**config.mk**
```make
export PLATFORM = sky130hd
export DESIGN_NAME = icache_axi_refill
export DESIGN_NICKNAME = d
export VERILOG_FILES = /design/src/rtl/icache_axi_refill.sv
export SDC_FILE = /design/constraint.sdc
export NUM_CORES = 1
export LEC_CHECK = 0
export CELL_PAD_IN_SITES_DETAIL_PLACEMENT = 2
export CELL_PAD_IN_SITES_GLOBAL_PLACEMENT = 2
export CORE_ASPECT_RATIO = 0.8
export CORE_MARGIN = 2
export CORE_UTILIZATION = 28
export DETAILED_ROUTE_END_ITERATION = 6
export PLACE_DENSITY_LB_ADDON = 0.3
export SETUP_SLACK_MARGIN = 0.02
export SYNTH_ARGS = -nofsm -noshare
export SYNTH_HDL_FRONTEND = slang
export SYNTH_SLANG_ARGS = --single-unit
```
**constraint.sdc**
```tcl
create_clock -name clk -period 7.5 [get_ports clk]
set_clock_uncertainty 0.15 [all_clocks]
set_input_delay 1.5 -clock clk [delete_from_list [all_inputs] [get_ports clk]]
set_output_delay 1.5 -clock clk [all_outputs]
set_load 0.03 [all_outputs]
```
**src/rtl/icache_axi_refill.sv**
```systemverilog
// ---------------------------------------------------------------------------
// icache_axi_refill
//
// Turns an L1 instruction-cache line-fill miss into a single AXI4 read burst
// and gathers the returned beats into a complete cache line. The line is
// handed back to the cache by dropping I_wait for exactly one cycle. This
// block only reads; there is no write channel.
//
// Optional build macro: ICACHE_CRITICAL_WORD_FIRST_EN
//   undefined : INCR burst from the line base, crit_valid/crit_word tied to 0
//   defined   : WRAP burst starting at the missed word, beats rotated back
//               into address order, crit_valid/crit_word give an early copy
//               of the first (critical) word
//
// Ports
//   clk, rst          clock, asynchronous active-high reset
//   I_req, I_addr     line-fill request (level) and miss address from cache
//   I_wait            stall to cache, low only in the completion cycle
//   I_line, I_err     filled line and error status of the completed fill
//   crit_valid/word   early critical-word pulse (optional feature)
//   AR*               AXI read-address channel (ARID/ARLEN/ARSIZE constant)
//   R*                AXI read-data channel
// ---------------------------------------------------------------------------
module icache_axi_refill #(
    parameter int              ADDR_W     = 32,
    parameter int              DATA_W     = 32,
    parameter int              LINE_WORDS = 4,
    parameter int              ID_W       = 4,
    parameter logic [ID_W-1:0] AXI_ID     = '0
) (
    input  logic                         clk,
    input  logic                         rst,
    input  logic                         I_req,
    input  logic [ADDR_W-1:0]            I_addr,
    output logic                         I_wait,
    output logic [LINE_WORDS*DATA_W-1:0] I_line,
    output logic                         I_err,
    output logic                         crit_valid,
    output logic [DATA_W-1:0]            crit_word,
    output logic [ID_W-1:0]              ARID,
    output logic [ADDR_W-1:0]            ARADDR,
    output logic [7:0]                   ARLEN,
    output logic [2:0]                   ARSIZE,
    output logic [1:0]                   ARBURST,
    output logic                         ARVALID,
    input  logic                         ARREADY,
    input  logic [ID_W-1:0]              RID,
    input  logic [DATA_W-1:0]            RDATA,
    input  logic [1:0]                   RRESP,
    input  logic                         RLAST,
    input  logic                         RVALID,
    output logic                         RREADY
);

    localparam int BYTES = DATA_W / 8;
    localparam int WB    = $clog2(BYTES);
    localparam int IW    = $clog2(LINE_WORDS);
    // One extra bit so an over-long burst saturates at LINE_WORDS instead of
    // wrapping back onto word 0.
    localparam int CW    = IW + 1;

    localparam logic [CW-1:0]     CNT_FULL  = CW'(LINE_WORDS);
    localparam logic [CW-1:0]     CNT_LAST  = CW'(LINE_WORDS - 1);
    localparam logic [ADDR_W-1:0] LINE_MASK = ~ADDR_W'(LINE_WORDS * BYTES - 1);

    typedef enum logic [1:0] {
        S_IDLE,
        S_AR,
        S_R,
        S_DONE
    } state_t;

    state_t                      state_q, state_d;
    logic [ADDR_W-1:0]           addr_q, addr_d;
    logic [CW-1:0]               cnt_q, cnt_d;
    logic                        err_q, err_d;
    logic [LINE_WORDS*DATA_W-1:0] line_q, line_d;

    logic                        beat;
    logic [IW-1:0]               widx;

`ifdef ICACHE_CRITICAL_WORD_FIRST_EN
    localparam logic [ADDR_W-1:0] WORD_MASK = ~ADDR_W'(BYTES - 1);

    logic                        crit_valid_q, crit_valid_d;
    logic [DATA_W-1:0]           crit_word_q, crit_word_d;

    // The slave returns the missed word first, so beat k belongs at word
    // (w0 + k) mod LINE_WORDS; the IW-bit add wraps for free.
    assign widx    = cnt_q[IW-1:0] + addr_q[WB +: IW];
    assign ARADDR  = addr_q & WORD_MASK;
    assign ARBURST = 2'b10;
    assign crit_valid = crit_valid_q;
    assign crit_word  = crit_word_q;
`else
    assign widx    = cnt_q[IW-1:0];
    assign ARADDR  = addr_q & LINE_MASK;
    assign ARBURST = 2'b01;
    assign crit_valid = 1'b0;
    assign crit_word  = '0;
`endif

    assign ARID    = AXI_ID;
    assign ARLEN   = 8'(LINE_WORDS - 1);
    assign ARSIZE  = 3'(WB);
    assign ARVALID = (state_q == S_AR);
    assign RREADY  = (state_q == S_R);
    assign beat    = RVALID && (state_q == S_R);

    assign I_wait  = I_req && (state_q != S_DONE);
    assign I_line  = line_q;
    assign I_err   = err_q;

    always_comb begin
        state_d = state_q;
        addr_d  = addr_q;
        cnt_d   = cnt_q;
        err_d   = err_q;
        line_d  = line_q;
`ifdef ICACHE_CRITICAL_WORD_FIRST_EN
        crit_valid_d = 1'b0;
        crit_word_d  = crit_word_q;
`endif
        unique case (state_q)
            S_IDLE: begin
                if (I_req) begin
                    addr_d  = I_addr;
                    err_d   = 1'b0;
                    cnt_d   = '0;
                    // Cleared here so words missing from a short burst read 0.
                    line_d  = '0;
                    state_d = S_AR;
                end
            end
            S_AR: begin
                if (ARREADY) begin
                    state_d = S_R;
                end
            end
            S_R: begin
                if (beat) begin
                    if (cnt_q < CNT_FULL) begin
                        line_d[int'(widx)*DATA_W +: DATA_W] = RDATA;
                        cnt_d = cnt_q + CW'(1);
                    end else begin
                        err_d = 1'b1;
                    end
                    if ((RRESP != 2'b00) || (RID != AXI_ID)) begin
                        err_d = 1'b1;
                    end
`ifdef ICACHE_CRITICAL_WORD_FIRST_EN
                    if (cnt_q == '0) begin
                        crit_valid_d = 1'b1;
                        crit_word_d  = RDATA;
                    end
`endif
                    if (RLAST) begin
                        // Anything but exactly LINE_WORDS beats is a bad burst.
                        if (cnt_q != CNT_LAST) begin
                            err_d = 1'b1;
                        end
                        state_d = S_DONE;
                    end
                end
            end
            S_DONE: begin
                state_d = S_IDLE;
            end
            default: begin
                state_d = S_IDLE;
            end
        endcase
    end

    always_ff @(posedge clk or posedge rst) begin
        if (rst) begin
            state_q <= S_IDLE;
            addr_q  <= '0;
            cnt_q   <= '0;
            err_q   <= 1'b0;
            line_q  <= '0;
        end else begin
            state_q <= state_d;
            addr_q  <= addr_d;
            cnt_q   <= cnt_d;
            err_q   <= err_d;
            line_q  <= line_d;
        end
    end

`ifdef ICACHE_CRITICAL_WORD_FIRST_EN
    always_ff @(posedge clk or posedge rst) begin
        if (rst) begin
            crit_valid_q <= 1'b0;
            crit_word_q  <= '0;
        end else begin
            crit_valid_q <= crit_valid_d;
            crit_word_q  <= crit_word_d;
        end
    end
`endif

endmodule

```
* Yosys cells after proc, flatten, opt, wreduce, memory -nomap -nowiden
Cells that the tools add are included.
** Word-level totals
- Output and inout port bits :: 214
- Bits of input ports :: 76
- Flip-flop bits (word level) :: 166
** Operators by class
- Add/sub/neg operators :: 2
- Muxes and demuxes :: 21
- Reduce and logical (&&, ||, !) cells :: 11
- Magnitude comparators :: 1
- Equal/unequal tests :: 10
- Shift-type cells :: 2
** Operators with widths (count)
- 128-bit two-way mux :: 3
- 128-bit case mux with 2 select lines :: 1
- 128-bit bitwise mux :: 1
- 32-bit by 33-bit variable shift with 128-bit output (first input constant) :: 1
- 32-bit by 33-bit variable part select with 128-bit output :: 1
- 7-bit negation with 33-bit output :: 1
- 3-bit two-way mux :: 3
- 2-bit two-way mux :: 4
- 2-bit case mux with 4 select lines :: 1
- 4-bit AND reduction :: 2
- 1-bit two-way mux :: 6
- 2-bit by 1-bit != test with 1-bit output (second input constant) :: 3
- 2-bit != test (second input constant) :: 3
- 3-bit case mux with 2 select lines :: 1
- 2-bit equality test (second input constant) :: 2
- 2-bit nonzero test :: 2
- 4-bit nonzero test :: 1
- 3-bit by 1-bit adder with 3-bit output (second input constant) :: 1
- 3-bit < comparator (second input constant) :: 1
- 3-bit by 2-bit != test with 1-bit output (second input constant) :: 1
- 3-bit AND reduction :: 1
- 2-bit by 1-bit equality test with 1-bit output (second input constant) :: 1
- 1-bit logical AND :: 2
- 2-bit logical NOT :: 1
- 3 further kinds :: 3

* Logic depth before layout (Yosys ltp)
- Depth in word-level cells :: 7
- Depth in mapped cells :: 9
- Mapped depth without buffers :: 5

* Worst setup path after synthesis
OpenSTA, ideal clock, no wires.
- Path kind :: input -> output
- Start point :: input I_req
- End point :: output I_wait
- Data required time :: 5850 ps
- Path slack :: 3895 ps
- Stages :: 1
- Data arrival time :: 1955 ps
- Path through :: nor2b_1
** Between the ends
- Word-level cells in the longest chain between the ends :: 1
** RTL lines
- start: declaration :: RTL line 33 : input logic I_req,
- 1-bit logical AND :: RTL line 110 : assign I_wait = I_req && (state_q != S_DONE);
- end: declaration :: RTL line 35 : output logic I_wait,
Every way passes these cells.

* Final worst setup path
Same ends and word-level chain as after synthesis.

==> out/summary.log <==
[route] 1st-pass router iterations 4
[die] die area 0.02929 mm2
[layout] share of post-route cells with drive strength above 1 19.65%
[worst_setup_path] path depth of the worst reg2reg path 6
[synthesis] area fraction in compound gates after synthesis 1.984%
[status] result of the run completed
[route] Final Routed Wirelength 24.92 mm
[timing] final count of pins violating max slew 0
[worst_setup_path] Critical R2R Launch state_q[0]$_DFFE_PP0P_
[clocking] number of levels in the clock H-tree 4
[worst_setup_path] launching element type of the critical path input port
[route] Post-route DRC 0
[placement] routability congestion estimate from global placement 0.6835
[clocking] Clock Latency Late Sink 0.43 ns
[clocking] root buffer cell sky130_fd_sc_hd__clkbuf_16
[worst_setup_path] worst r2r dst I_line[100]$_DFFE_PP0P_
[route] vias per std cell 4.522
[grt] global-route usage over all layers 17.43%
[synthesis] Yosys reg bits 162
[synthesis] Synth async-reset ratio 100.0%
[grt] antenna violations before repair 0
[clocking] number of post-CTS setup repair buffers 0
[worst_setup_path] highest net fanout along the worst path 5
[route] number of nets with antenna violations after routing 0
[grt] grt ovf 0
[power_and_ir_drop] leakage power 0.005164 uW
[worst_setup_path] kind of cell adding the most delay to the critical path buffers and inverters
[synthesis] predominant post-synthesis flop cell sky130_fd_sc_hd__dfrtp_1
[route] Initial DRC Count 169
[clocking] TritonCTS clock tree done
[worst_setup_path] worst path required time 5.85 ns
[synthesis] Avg Cell Area, Syn 12.31 um2
[hold_path] Worst Hold Class flip-flop to flip-flop
[placement] DPL Wire Length 16.72 mm
[timing] # setup viols final 0
[worst_setup_path] peak per-stage delay on the critical path 0.70 ns
[clocking] number of buffers inserted during clock tree synthesis 17
[timing] final critical path time including I/O delays and setup 4.602 ns
[worst_setup_path] cell-by-cell trace of the critical path clkdlybuf4s50_1, nor2b_1, clkdlybuf4s50_1
[layout] area of combinational cells with multiple inputs 0.003166 mm2
[die] placement row count 54
[grt] first-pass GRT wire length 38.57 mm
[route] WL per Instance 20.28 um
[worst_setup_path] crit-path most repeated cell sky130_fd_sc_hd__clkdlybuf4s50_1
[worst_setup_path] Buf/Inv on CP 2
[synthesis] post-synthesis share of cell area spent on xor and xnor gates 0%
[die] Core Footprint 0.02736 mm2
[die] Die Y-Extent 153.5 um
[layout] number of diodes added for antenna fixing 0
[grt] number of global-route vias before repair 6218
[worst_setup_path] Setup crit end kind primary output
[grt] largest net degree at the start of global routing 93
[power_and_ir_drop] total power per unit cell area 342.8 mW/mm2
[timing] Final period util 61.36%
[synthesis] number of flops mapped to enable cells by yosys 0
[worst_setup_path] slowest library cell on the worst path sky130_fd_sc_hd__clkdlybuf4s50_1
[synthesis] part of the Yosys area used for sequential elements 51.85%
[worst_setup_path] reg-to-reg setup timing slack 4.24 ns
[worst_setup_path] crit path DAT 2.95 ns
[timing] transition time of the tightest slew-check pin 1.188 ns
[placement] total of buffers placed on input and output ports 231
[flow_run] maxcap violations 0
[synthesis] multiplexer area fraction after synthesis 22.87%
[synthesis] number of warnings printed during yosys synthesis 0
[hold_path] Worst Hold End I_line[92]$_DFFE_PP0P_
[layout] FF/Latch Area 0.004054 mm2
[hold_path] worst hold stages 1
[clocking] # hold bufs at CTS 0
[die] effective utilization at floorplan 28.57%
[clocking] total number of clock tree sinks 162
[timing] achievable frequency 217.3 MHz
[route] vias post-DR 5558
[hold_path] hold path startpoint I_line[92]$_DFFE_PP0P_
[synthesis] dominant combinational cell family by area after synthesis multiplexers
[timing] Final Hold Fails 0
[timing] final total negative setup slack 0 ns
[layout] filler instances 2846
[layout] area growth from synthesis to layout 38.05%
[layout] nets 939
[synthesis] Mapped Cells 635
[timing] setup repair after global routing missed its margin false
[clocking] post_cts resized 0
[power_and_ir_drop] peak ir drop on the vdd network 161.9 uV
[timing] worst max-slew margin expressed relative to the limit 20.78%
[synthesis] simple-gate portion of the synthesized area 11.23%
[die] boundary pin count 290
[layout] post-layout utilization of the core 39.45%
[synthesis] Syn Std Cell Area 0.007819 mm2
[clocking] worst-case clock buffer depth 2
[worst_setup_path] Setup Crit Path Kind input port to primary output
[die] Die Wd 190.8 um
[synthesis] synthesized-area fraction occupied by adder cells 1.760%
[synthesis] distinct cell type count of the synthesized netlist 39
[clocking] clock-pin slew reported for the worst setup and hold paths after clock tree synthesis 0.06 ns
## worst max path at each step
stage / from / end / slack, ns / depth (start not counted)
5_1_grt: I_req / I_wait / 2.80 / 3
2_1_floorplan: rst / I_err$_DFFE_PP0P_ / 1.47 / 1
3_3_place_gp: I_req / I_wait / 2.89 / 3
4_1_cts: I_req / I_wait / 2.88 / 3
3_5_place_dp: I_req / I_wait / 2.89 / 3
6_report: I_req / I_wait / 2.90 / 3
## cell usage in the layout, fill, tap and decap left out, drive strengths merged, types with 10 or more instances in the layout
master	n
conb	54
and3	96
nand2	34
buf	10
clkbuf	22
mux2	125
mux2i	33
inv	41
dfrtp	162
ha	11
clkdlybuf4s50	231
## through the flow
stage | instance area [um2] | cells | setup slack, ns | hold slack (ns) | total power, uW
floorplan | 8014 | 687 | 1.473 | 0.3780 | 2298
global placement | 10220 | 1197 | 2.887 | 0.3221 | 2847
detailed placement | 10220 | 1197 | 2.890 | 0.3253 | 2886
CTS | 10790 | 1229 | 2.878 | 0.3448 | 3779
global route | 10790 | 1229 | 2.800 | 0.3602 | 3914
finish | 10790 | 1229 | 2.898 | 0.3438 | 3701
## kinds of logic (layout without fill, tap and decap cells)
group                    after synthesis  in the layout
flip-flops                           162            162
AO/OA/AOI/OAI                         15             15
other                                  2             54
multiplexers                         158            158
buffers and inverters                135            313
adder cells (fa/ha/maj)               11             11
AND/OR/NAND/NOR                      152            152
## cell usage after synthesis (5+ instances only)
library cell	number	area (um2)
sky130_fd_sc_hd__ha_1	11	137.6
sky130_fd_sc_hd__and3_1	96	600.6
sky130_fd_sc_hd__mux2_4	10	150.1
sky130_fd_sc_hd__buf_4	61	457.9
sky130_fd_sc_hd__mux2_2	109	1227
sky130_fd_sc_hd__clkbuf_1	19	71.32
sky130_fd_sc_hd__mux2i_1	32	320.3
sky130_fd_sc_hd__inv_1	40	150.1
sky130_fd_sc_hd__nor2b_1	5	31.28
sky130_fd_sc_hd__dfrtp_1	162	4054
sky130_fd_sc_hd__mux2_1	6	67.56
sky130_fd_sc_hd__nand2_1	34	127.6
sky130_fd_sc_hd__buf_6	7	78.83
## metal layers
layer | track usage, % | share of wire (%) | vias up
met3 | 5.993 | 7.2 | 15
met1 | 22.98 | 46 | 2900
met2 | 27.64 | 46 | 163
li1 | - | - | 2480
met4 | 3.654 | 0.71 | 0
met5 | 0 | 0 | -
## power breakdown
group	total (uW)	switching [uW]	leakage, uW	internal (uW)
registers	1130	91.3	0.00219	1040
clock network	861	375	0.000265	486
logic	1710	1030	0.00271	676
## cell type report
cell class | instances | share of cell area, %
multi-input cells | 390 | 29.33
repair buffers | 241 | 22.12
clock inverters | 10 | 0.9505
clock buffers | 22 | 4.393
flip-flops and latches | 162 | 37.56
inverters | 40 | 1.437
well taps | 364 | 4.219
## sequential cells by signal, summed over array words and instances (netlist names)
name	flops
I_err	1
cnt_q	3
I_line	128
addr_q	28
state_q	2
Note: power is estimated with default switching activity, not from simulation.
